==> src/rtl/left_shifter.sv <==
// Fixed-amount logical left shifter: combinational result plus a registered copy
// with valid tracking. Define LEFT_SHIFTER_LOST_DETECT_EN to build lost-bit detection.
module left_shifter #(
  parameter int IN_W  = 12,
  parameter int OUT_W = 13,
  parameter int SHIFT = 2
) (
  input  logic             clk,
  input  logic             rst_n,
  input  logic [IN_W-1:0]  in,
  input  logic             in_valid,
  output logic [OUT_W-1:0] out,
  output logic [OUT_W-1:0] out_q,
  output logic             out_valid,
  output logic             lost,
  output logic             lost_sticky
);

  if (SHIFT < 0 || SHIFT >= OUT_W || IN_W < 1) begin : g_bad_params
    $error("left_shifter: need 0 <= SHIFT < OUT_W and IN_W >= 1");
  end

  // Wide enough to hold every shifted bit before truncation to OUT_W.
  localparam int EXT_W = (IN_W + SHIFT > OUT_W) ? (IN_W + SHIFT) : OUT_W;

  logic [EXT_W-1:0] ext;

  assign ext = EXT_W'(in) << SHIFT;
  assign out = ext[OUT_W-1:0];

  // Valid-only stream: a beat transfers on every rising edge where in_valid=1;
  // there is no ready, so every valid input is accepted and never stalled.
  logic [OUT_W-1:0] data_d,  data_q;
  logic             valid_d, valid_q;

  always_comb begin
    data_d  = data_q;
    valid_d = 1'b0;
    if (in_valid) begin
      data_d  = out;
      valid_d = 1'b1;
    end
  end

`ifdef LEFT_SHIFTER_LOST_DETECT_EN
  logic lost_c;
  logic sticky_d, sticky_q;

  // Bits of in landing at or above OUT_W after the shift are truncated away.
  always_comb begin
    lost_c = 1'b0;
    for (int i = 0; i < IN_W; i++) begin
      if (i + SHIFT >= OUT_W) lost_c = lost_c | in[i];
    end
  end

  always_comb begin
    sticky_d = sticky_q | (in_valid & lost_c);
  end

  always_ff @(posedge clk) begin
    if (!rst_n) begin
      data_q   <= '0;
      valid_q  <= 1'b0;
      sticky_q <= 1'b0;
    end else begin
      data_q   <= data_d;
      valid_q  <= valid_d;
      sticky_q <= sticky_d;
    end
  end

  assign lost        = lost_c;
  assign lost_sticky = sticky_q;
`else
  always_ff @(posedge clk) begin
    if (!rst_n) begin
      data_q  <= '0;
      valid_q <= 1'b0;
    end else begin
      data_q  <= data_d;
      valid_q <= valid_d;
    end
  end

  assign lost        = 1'b0;
  assign lost_sticky = 1'b0;
`endif

  assign out_q     = data_q;
  assign out_valid = valid_q;

endmodule

==> config.mk <==
export PLATFORM = sky130hd
export DESIGN_NAME = left_shifter
export DESIGN_NICKNAME = d
export VERILOG_FILES = /design/src/rtl/left_shifter.sv
export SDC_FILE = /design/constraint.sdc
export NUM_CORES = 1
export LEC_CHECK = 0
export BUFFER_PORTS_ARGS = -buffer_cell sky130_fd_sc_hd__buf_2
export CAP_MARGIN = 15
export CORE_UTILIZATION = 30
export DETAILED_ROUTE_END_ITERATION = 6
export HOLD_SLACK_MARGIN = 0.05
export SLEW_MARGIN = 20
export SYNTH_ARGS = -nofsm -noshare
export SYNTH_HDL_FRONTEND = slang
export SYNTH_SLANG_ARGS = --single-unit
export TNS_END_PERCENT = 1
==> constraint.sdc <==
create_clock -name clk -period 1.9 [get_ports clk]
set_input_delay 0.38 -clock clk [delete_from_list [all_inputs] [get_ports clk]]
set_output_delay 0.38 -clock clk [all_outputs]
set_load 0.02 [all_outputs]
; Word level (Yosys, flattened, before mapping)
; Cells that the tools add are included.
[classes]
muxes = 1
reduce_logical = 0
shifts = 0
n_bitwise = 0
n_addsub = 0
div_mod_pow = 0
n_mul = 0
n_eq_ne = 0
magnitude_cmp = 0
[op_table]
columns = operator, count
row1 = two-way mux 1 bit, 1
[totals]
in_bits = 15
latchBits = 0
ff_bits = 12
elab_cells = 3
mem_count = 0
ramBits = 0
mem_bits_ro = 0
output_inout_bits = 29

; Longest topological paths before layout
; Gate-level depths: netlist (run 1).
[depth]
depth_word = 1
mapped_depth = 3
mapped_depth_nobuf = 2

; Worst setup path after synthesis (run 1)
; No wires, ideal clock.
[synth_path]
path_type = input-to-output
start = input in[8]
end = output out[10]
required_ns = 1.520
n_path_buf = 1
cell_stages = 1
path_slack_ns = 1.006
arrival_time_ns = 0.514
path_cell_list = buf_4
[synth_lines]
columns = item, line
row1 = from (decl), 10  ; input logic [IN_W-1:0] in,
row2 = to (decl), 12  ; output logic [OUT_W-1:0] out,
; No word-level cell between the ends.

; Final worst setup path (run 1)
[layout_path]
start = register data_q[9], in the netlist out_q[9]
end = output out_q[9]
[layout_lines]
columns = item, line
row1 = from (decl), 33  ; logic [OUT_W-1:0] data_d, data_q;
row2 = from (signal assigned), 81  ; data_q <= data_d;
row3 = to (decl), 13  ; output logic [OUT_W-1:0] out_q,
; No word-level cell between the ends.

==> results of run 1 <==
## worst min path at each step
stage	startpoint	to	slack [ns]	cells after the start
detailed placement	out_q[10]	out_q[10]	0.50	2
finish	in[5]	out_q[7]	0.39	3
global placement	out_q[6]	out_q[6]	0.49	2
CTS	in[6]	out_q[8]	0.38	3
floorplan	rst_n	out_q[10]	0.51	1
global route	in[8]	out_q[10]	0.40	3
## per-layer routing
layer	track usage, %	part of all wire, %	routed length, µm
met5	0	0	0
met4	8.82	2.0	19
met3	2.78	9.4	87
met2	15.7	46	427
met1	10.9	43	395
## cell families after synthesis
group	synth area share, %
buffers and inverters	24.9
DFF	41.9
muxes	19.2
other	0.654
and+or+nand+nor	13.3
## cells in the final DEF (no fill, tap or decap), drive strengths merged
cell,n
conb,6
buf,36
dfxtp,12
nor2b,11
and2,1
clkbuf,3
mux2i,11
## power by group
part,leakage (nW),switching (mW),internal (mW)
sequential,0.0992,0.00618,0.266
combinational,0.261,0.0744,0.0451
clock,0.0138,0.0720,0.0730
total,0.374,0.153,0.384
## worst reg2reg max path: stages (launching register included)
cell and delay, ns:
sky130_fd_sc_hd__dfxtp_1 0.31, sky130_fd_sc_hd__mux2i_1 0.15, sky130_fd_sc_hd__nor2b_1 0.06
## layout make-up
cell class / instances / share of cell area (%)
repair buffers: 36 / 26.4
well taps: 25 / 4.58
clock buffers: 3 / 3.30
multi-input cells: 29 / 30.6
flip-flops and latches: 12 / 35.2
## per-stage QoR
step / std cells / area (µm²)
finish: 105 / 683
global route: 105 / 683
CTS: 105 / 683
detailed placement: 102 / 661
global placement: 102 / 661
floorplan: 60 / 592
## sequential cells by signal, summed over array words and instances, names as in the netlist
name / count
out_q: 11
out_valid: 1
==> run summary, run 1 <==
The run finished with clean final reports. The share of the synthesized area in the top cell type was 41.9%; the sum of overflow across all layers after global routing was 0. The part of the cycle the worst path needs is 60.0%. Library cell occupying the most area in the post-synthesis netlist: sky130_fd_sc_hd__dfxtp_1. The run gives 0.760 ns as the post-layout worst setup margin. Sequential elements use 41.9% of the synthesized area. The count of final setup violators is 0. The run gives 0 as the initial antenna violation count. The clock transition at the registers of the reported paths works out to 0.07 ns. Among all stages on the critical path, the largest delay is contributed by sky130_fd_sc_hd__dfxtp_1. STA classifies the critical path endpoint as an output pin. The die extent in x works out to 45.7 µm. The final HPWL from detailed placement is 701 µm, and the growth of design area from synthesis to finish is 19.2%. Measured in cells, the most critical reg-to-reg path has a length of 2.

Fraction of final layout cells with drive strength greater than 1: 50.0%. For the number of DRC markers in iteration 0, the log shows 0. Timing analysis after detailed placement gives a worst setup slack of 0.774 ns.

Dividing total power by cell area gives a power density of 786 nW/µm². For this block, the via count after detailed routing is 408. For the multi-input gate area in the final layout, the log shows 209 µm². The detailed-route DRC error count was 0. TritonCTS built the clock tree. Data on the critical path arrives at its endpoint at 0.76 ns. Once the clock tree was built, the setup fixing pass inserted 0 buffers. The run gives 10.0% as the global routing usage summed across all routing layers. The final number of hold-violating endpoints came out at 0. The logs give 2 for the number of buffers on the longest clock path and 338 for the number of global-route vias before repair. Entering global routing, the biggest net connects 13 pins. The share of the core filled with cells in the final layout was 38.7%.

The Yosys step of the flow raised 0 warnings. Of all nets on the critical path, the largest fanout is 2. Buffers plus inverters on the worst setup path: 1. The endpoint of the most critical setup path was out_q[9].

After routing, the total negative slack on setup checks comes to 0 ns. The count of clock tree sinks came out at 12. By area the synthesized netlist is led by sky130_fd_sc_hd__dfxtp_1, sky130_fd_sc_hd__buf_4, sky130_fd_sc_hd__mux2i_1. Cell with the most instances after synthesis: sky130_fd_sc_hd__buf_4. The critical path depth in cells was 1. At the end of the flow, the number of nets in the layout was 97.

For the final number of max-transition violations, the log shows 0. Hold is met by 0.389 ns. Across the run, the number of max-cap violations was 0. After floorplanning, the core was sized to cover 1760 µm². The dominant delay contributor by cell family on the critical path was flip-flops.

The number of hold buffers added after CTS was 0. The total power of the final layout was 0.537 mW; the worst clock skew on the final layout was 0 ns. Number of search-and-repair iterations in the first detailed-routing pass: 1.

Clock latency on the worst-skew pair, taken at its later pin, is 0.26 ns. The number of nets with antenna violations after routing was 0; the number of flops mapped to enable cells by yosys was 0. The post-layout minimum cycle time came out at 1.14 ns. By count the netlist is led by sky130_fd_sc_hd__buf_4, sky130_fd_sc_hd__dfxtp_1, sky130_fd_sc_hd__mux2i_1, sky130_fd_sc_hd__nor2b_1. Summing all flip-flop and latch instances after layout gives 240 µm².

Pin placement for this block handled 44 I/O pins. Summed over all cells, the static leakage comes to 0.374 nW. The signal on the critical path passes through buf_2. Setup repair after global routing left no endpoint under its margin. The run gives 3 as the CTS buffer count.

Flip-flop cell with the highest count after synthesis: sky130_fd_sc_hd__dfxtp_1. The number of library cell types mapped by synthesis came out at 8. STA puts the critical path data required time at 1.52 ns. The routed design has 929 µm of wire.

The first global-routing pass estimated 1420 µm of wire. After synthesis the netlist holds a flip-flop and latch count of 12. CTS placed an instance of sky130_fd_sc_hd__clkbuf_4 at the clock tree root. The average wire length per cell after detail routing was 8.85 µm.

The startpoint identified for the worst register-to-register timing path is out_q[12]. The die outline height is 45.7 µm. The category of the worst setup path launch point was a register. Start point of the critical path: out_q[9]. The floorplan has 15 rows. VDD sags by at most 278 µV.

The number of H-tree branching levels came out at 1. The die covers 2090 µm². For this run, the top clock speed supported by timing is 877 MHz. Input and output buffers added on the ports amount to 36. The path type of the worst setup path was reg -> out.

0 antenna diodes ended up in the layout. The worst register-to-register path has a setup slack of 1.27 ns. Counting flops with an async set or reset pin after synthesis yields a share of 0%. After synthesis the cells add up to 573 µm². Routability-driven placement finished with a final weighted congestion of 0.542. In this run, post-CTS repair resized a total of 0 instances.

Number of filler instances in the final layout: 204. Dividing the synthesized area by the synthesized cell count gives 10.4 µm². Once the floorplan was initialized, standard cells occupied 32.5% of the core.

The maximum cell stage delay along the critical path is 0.34 ns, and the count of mapped cells out of synthesis is 55. The path type of the worst min-delay path is in -> reg. In this run the critical register-to-register path is captured at out_q[12].

The via-per-instance ratio was 3.89.
Power figures use the tool's default switching activity.
==> run 2, diff against run 1 <==
==> constraint.sdc (replaced) <==
create_clock -name clk -period 1.1 [get_ports clk]
set_input_delay 0.22 -clock clk [delete_from_list [all_inputs] [get_ports clk]]
set_output_delay 0.22 -clock clk [all_outputs]
set_load 0.02 [all_outputs]
==> run summary, run 2 (same netlist as run 1, synthesis figures left out) <==
Setup repair after global routing left no endpoint under its margin. The die is 45.7 µm tall. Number of cells in the finished layout apart from fillers: 105. The number of buffers on the longest clock path was 2; the buffers plus inverters on the worst setup path was 1. Category of the worst setup path launch point: a register. In this run the tool buffered the top-level ports with 36 buffer cells. For this block, the initial DRC count from the detailed router was 0.

The clock transition at the registers of the reported paths is 0.07 ns, and the number of diodes is 0. Part of the cycle the worst path needs: 88.8%. The average wire length per cell after detail routing is 8.97 µm. Counting every sink on the clock net gives 12. The layout has 197 filler cells. Path type of the worst setup path: reg -> out. The tools report the total instance count after detailed placement as 102.

The path type of the worst min-delay path was in -> reg. The logs give 3 for the CTS buffer count and 32.5% for the initial cell density of the core. The routed layout has 405 vias. The global-route wire length before repair came out at 1390 µm. The achievable frequency was 1020 MHz; the maximum cell stage delay along the critical path was 0.33 ns. The tools report the largest net degree at the start of global routing as 13. In this run the power density over the cells is 1360 nW/µm². Using the TritonRoute via totals, the vias-per-cell ratio works out to 3.86. STA classifies the critical path endpoint as an output pin. The sum of overflow across all layers after global routing came out at 0. For the worst setup path, the data required time is 0.88 ns. After detailed routing, the number of remaining DRC violations is 0.

The largest fanout of any net on the critical path is 2. The die extent in x was 45.7 µm; the final number of max-transition violations was 0. The run gives 0.374 nW as the leakage power summed over all cells. The number of max-capacitance violations reported was 0; the number of H-tree branching levels was 1.

Final number of hold-violating endpoints: 0. The tools report the insertion delay to the later sink of the worst-skew pair as 0.26 ns. The signal on the critical path passes through buf_2. Number of flip-flops under the largest register name: 11.

Data arrives at the worst endpoint at 0.76 ns. In the final timing run, aggregate negative setup slack is 0 ns. For this run, the post-layout net count is 97.

In this design, the largest share of critical-path delay is due to flip-flops. Post-layout minimum cycle time: 0.977 ns. The post-route netlist has 50.0% of its cells at a drive strength greater than 1.

The initial antenna violation count is 0. The core region is 1760 µm². Number of nets with antenna violations after routing: 0. TritonCTS built the clock tree. The run finished with clean final reports.

CTS placed an instance of sky130_fd_sc_hd__clkbuf_4 at the clock tree root. The run gives 15 as the row count. IR analysis of the VDD net gives a maximum drop of 396 µV. Number of search-and-repair iterations in the first detailed-routing pass: 1. The clock arrives with 0 ns of skew. The largest individual stage delay along the critical path comes from the cell sky130_fd_sc_hd__dfxtp_1.

Post-CTS repair changed the size of 0 cells. The count of final setup violators was 0. The worst hold margin was 0.225 ns; the die footprint was 2090 µm². The logs give 326 for the number of global-route vias before repair and 942 µm for the routed wire length. The leading cell type in the layout, fill and taps excluded was sky130_fd_sc_hd__buf_2. Post-CTS timing repair inserted 0 buffers for setup. Total power of the final layout: 0.931 mW.

The routability congestion estimate from global placement came out at 0.542. The number of hold buffers added after CTS was 0. From synthesis to final layout, the design area changed by 19.2%.

The top cell types in the final layout, fill and taps aside, are sky130_fd_sc_hd__buf_2, sky130_fd_sc_hd__dfxtp_1, sky130_fd_sc_hd__mux2i_1, sky130_fd_sc_hd__nor2b_1, sky130_fd_sc_hd__conb_1. The tools report the share of the core filled with cells in the final layout as 38.7%. The top-level I/O count is 44, and the global routing usage summed across all routing layers is 9.99%.
run 2: cell counts in the layout (fill, tap and decap cells not counted):
Identical to the previous run, type by type.
run 2: path summary, 6_finish.rpt:
check                           slack, ns         to      start  cells past startpoint
worst max-delay path                 0.12   out_q[9]   out_q[9]                      1
worst min-delay path                 0.23   out_q[8]      in[6]                      3
worst max register to register       0.48  out_q[12]  out_q[12]                      2
worst min register to register       0.51   out_q[7]   out_q[7]                      2
run 2: report_power, final:
part	internal (mW)	total [mW]	leakage, nW	switching, mW
Combinational	0.0778	0.206	0.261	0.128
Sequential	0.460	0.471	0.0992	0.0106
Clock	0.126	0.254	0.0138	0.128
Total	0.664	0.931	0.374	0.267
run 2: stage by stage:
step / setup WS (ns) / area, µm²
after floorplan: 0.411 / 592
after global placement: 0.161 / 661
after detailed placement: 0.128 / 661
after CTS: 0.106 / 683
after global routing: 0.0671 / 683
final: 0.123 / 683
run 2: area by class of cell:
cell class | instances | area, µm² | area share [%]
Sequential cell | 12 | 240 | 35.2
Tap cell | 25 | 31.3 | 4.58
Clock buffer | 3 | 22.5 | 3.30
Timing Repair Buffer | 36 | 180 | 26.4
Multi-Input combinational cell | 29 | 209 | 30.6
run 2: worst register-to-register path: stages (launching register included):
cell	delay (ns)
sky130_fd_sc_hd__dfxtp_1	0.31
sky130_fd_sc_hd__mux2i_1	0.15
sky130_fd_sc_hd__nor2b_1	0.06
run 2: per-layer routing:
layer | global-route usage [%] | up-vias | wire length (µm)
met1 | 10.4 | 174 | 407
met4 | 10.6 | 0 | 19
met5 | 0 | - | 0
li1 | - | 203 | -
met3 | 2.78 | 2 | 70
met2 | 15.4 | 26 | 444
==> run 3, diff against run 2 <==
--- a/config.mk
+++ b/config.mk
@@ -10,6 +10,7 @@
 export CORE_UTILIZATION = 30
 export DETAILED_ROUTE_END_ITERATION = 6
 export HOLD_SLACK_MARGIN = 0.05
+export REMOVE_ABC_BUFFERS = 1
 export SLEW_MARGIN = 20
 export SYNTH_ARGS = -nofsm -noshare
 export SYNTH_HDL_FRONTEND = slang
==> run summary, run 3 (same netlist as run 1, synthesis figures left out) <==
The run finished with clean final reports. Total power for the finished layout comes to 1.01 mW. The initial cell density of the core came out at 32.5%.

TritonCTS built the clock tree. From bottom edge to top edge, the die measures 45.7 µm. The total power divided by cell area is 1460 nW/µm². The total instance count after detailed placement was 102; the largest fanout of any net on the critical path was 2. The core region is 1760 µm².

Data arrives at the worst endpoint at 0.76 ns. Global routing used 9.34% of the available tracks across all layers. Summing all multi-input logic gate instances after layout gives 209 µm². The congestion estimate from routability-driven global placement came to 0.563. Die footprint: 2090 µm². Worst reg-to-reg path cell count: 2.

Buffers placed on the I/O ports in this run total 36. The clock period could shrink to 0.981 ns. The worst setup path is launched from a register.

The via-per-instance ratio is 3.77, and the number of flip-flops under the largest register name is 11. Clock-pin slew was measured on the worst setup and hold paths at 0.07 ns. Entering global routing, the biggest net connects 13 pins.

The tools report the final number of max-transition violations as 0. The logs give 0.26 ns for the insertion delay to the later sink of the worst-skew pair and 106 for the number of cells in the finished layout apart from fillers. The clock drives 12 sinks. The first global-routing pass estimated 1370 µm of wire. At the end of the flow, the number of nets in the layout was 97.

The detailed-route DRC error count is 0, and the number of filler instances in the final layout is 206. Counting along the longest clock path gives a buffer depth of 2. The fraction of final layout cells with drive strength greater than 1 was 50.6%; the CTS buffer count was 3. Across all setup checks in the final design, the least slack found is 0.119 ns. Among all stages on the critical path, the largest delay is contributed by sky130_fd_sc_hd__dfxtp_1. The area of all placed cells without fillers was 697 µm²; the number of nets with antenna violations after routing was 0. The sum of overflow across all layers after global routing came out at 0.

The root buffer cell chosen for the clock tree is sky130_fd_sc_hd__clkbuf_4. The library cells used most frequently in the layout, excluding fill and tap cells, are sky130_fd_sc_hd__buf_2, sky130_fd_sc_hd__dfxtp_1, sky130_fd_sc_hd__mux2i_1, sky130_fd_sc_hd__nor2b_1, sky130_fd_sc_hd__conb_1. Across the run, the number of max-cap violations was 0.

Setup repair after global routing left no endpoint under its margin. The routed layout has 400 vias. After the first detailed-routing iteration, the DRC count stood at 0.

The growth of design area from synthesis to finish works out to 21.6%. The dominant delay contributor by cell family on the critical path was flip-flops. Required time reported for the critical path endpoint: 0.88 ns. The sequential standard cell area is 240 µm², and the maximum cell stage delay along the critical path is 0.34 ns. Adding up every negative setup slack in the final design gives 0 ns. Hold repair after CTS inserted 0 buffers.

For the initial antenna violation count, the log shows 0. The instance area at placement is 661 µm². The critical path depth in cells was 1; the number of global-route vias before repair was 331. The post-CTS setup buffer count came out at 0. Leaving out fill and tap cells, the most frequent cell in the layout is sky130_fd_sc_hd__buf_2. The row count is 15. In this run the worst hold path is classified as in -> reg. The number of search-and-repair iterations in the first detailed-routing pass was 1; the worst setup timing slack at the placement stage was 0.147 ns.

For this run, the top clock speed supported by timing is 1020 MHz. The run gives 0 as the final number of hold-violating endpoints. After legalization and detailed placement, the total HPWL measured 650 µm.

The buffers plus inverters on the worst setup path came out at 1. The logs give 890 µm for the routed wire length and 0 for the number of diodes. The worst setup path is of the reg -> out kind. For this design the static power due to leakage is 0.382 nW. The average wire length per cell after detail routing was 8.40 µm. Walking the worst path, the cells encountered are buf_2. The worst clock skew on the final layout was 0 ns; the top-level I/O count was 44. The worst setup path is captured at an output pin.

The cell count of the worst hold path works out to 3. The count of final setup violators was 0; the post-cts repair resize count was 0. The worst path uses 89.1% of the clock period. The run gives 1 as the number of H-tree branching levels. The run gives 501 µV as the maximum VDD drop. The die is 45.7 µm wide.
-- run 3: power breakdown --
part           leakage [nW]  switching, mW  total, mW  internal, mW
sequential           0.0992        0.00997      0.470         0.460
combinational         0.261          0.128      0.206        0.0778
clock                0.0210          0.138      0.338         0.201
-- run 3: path summary, 6_finish.rpt --
| kind | startpoint | endpoint | slack [ns] |
|---|---|---|---|
| setup / recovery | out_q[7] | out_q[7] | 0.12 |
| hold / removal | in[1] | out_q[3] | 0.22 |
| hold reg to reg | out_q[3] | out_q[3] | 0.51 |
| setup reg to reg | out_q[12] | out_q[12] | 0.49 |
-- run 3: per-layer routing --
layer | vias to the layer above | part of all wire [%] | GRT usage (%)
met5 | - | 0 | 0
met4 | 0 | 0.90 | 7.06
met3 | 2 | 11 | 2.78
met2 | 25 | 43 | 15.1
met1 | 171 | 45 | 10.1
li1 | 202 | - | -
-- run 3: layout make-up --
cell class / count / share of cell area (%)
well taps: 25 / 4.49
repair buffers: 36 / 25.9
multi-input cells: 29 / 30.0
clock buffers: 4 / 5.21
flip-flops and latches: 12 / 34.5
-- run 3: stage by stage --
stage / util, % / hold slack, ns
2_1_floorplan: - / 0.348
3_3_place_gp: 37.4 / 0.491
3_5_place_dp: 37.4 / 0.498
4_1_cts: 39.5 / 0.214
5_1_grt: 39.5 / 0.247
6_report: 39.5 / 0.224
-- run 3: worst reg2reg max path: cells and delay by family (launching register included) --
kind          cells  cell delay, ns
flops             1            0.31
mux               1            0.13
simple gates      1            0.06
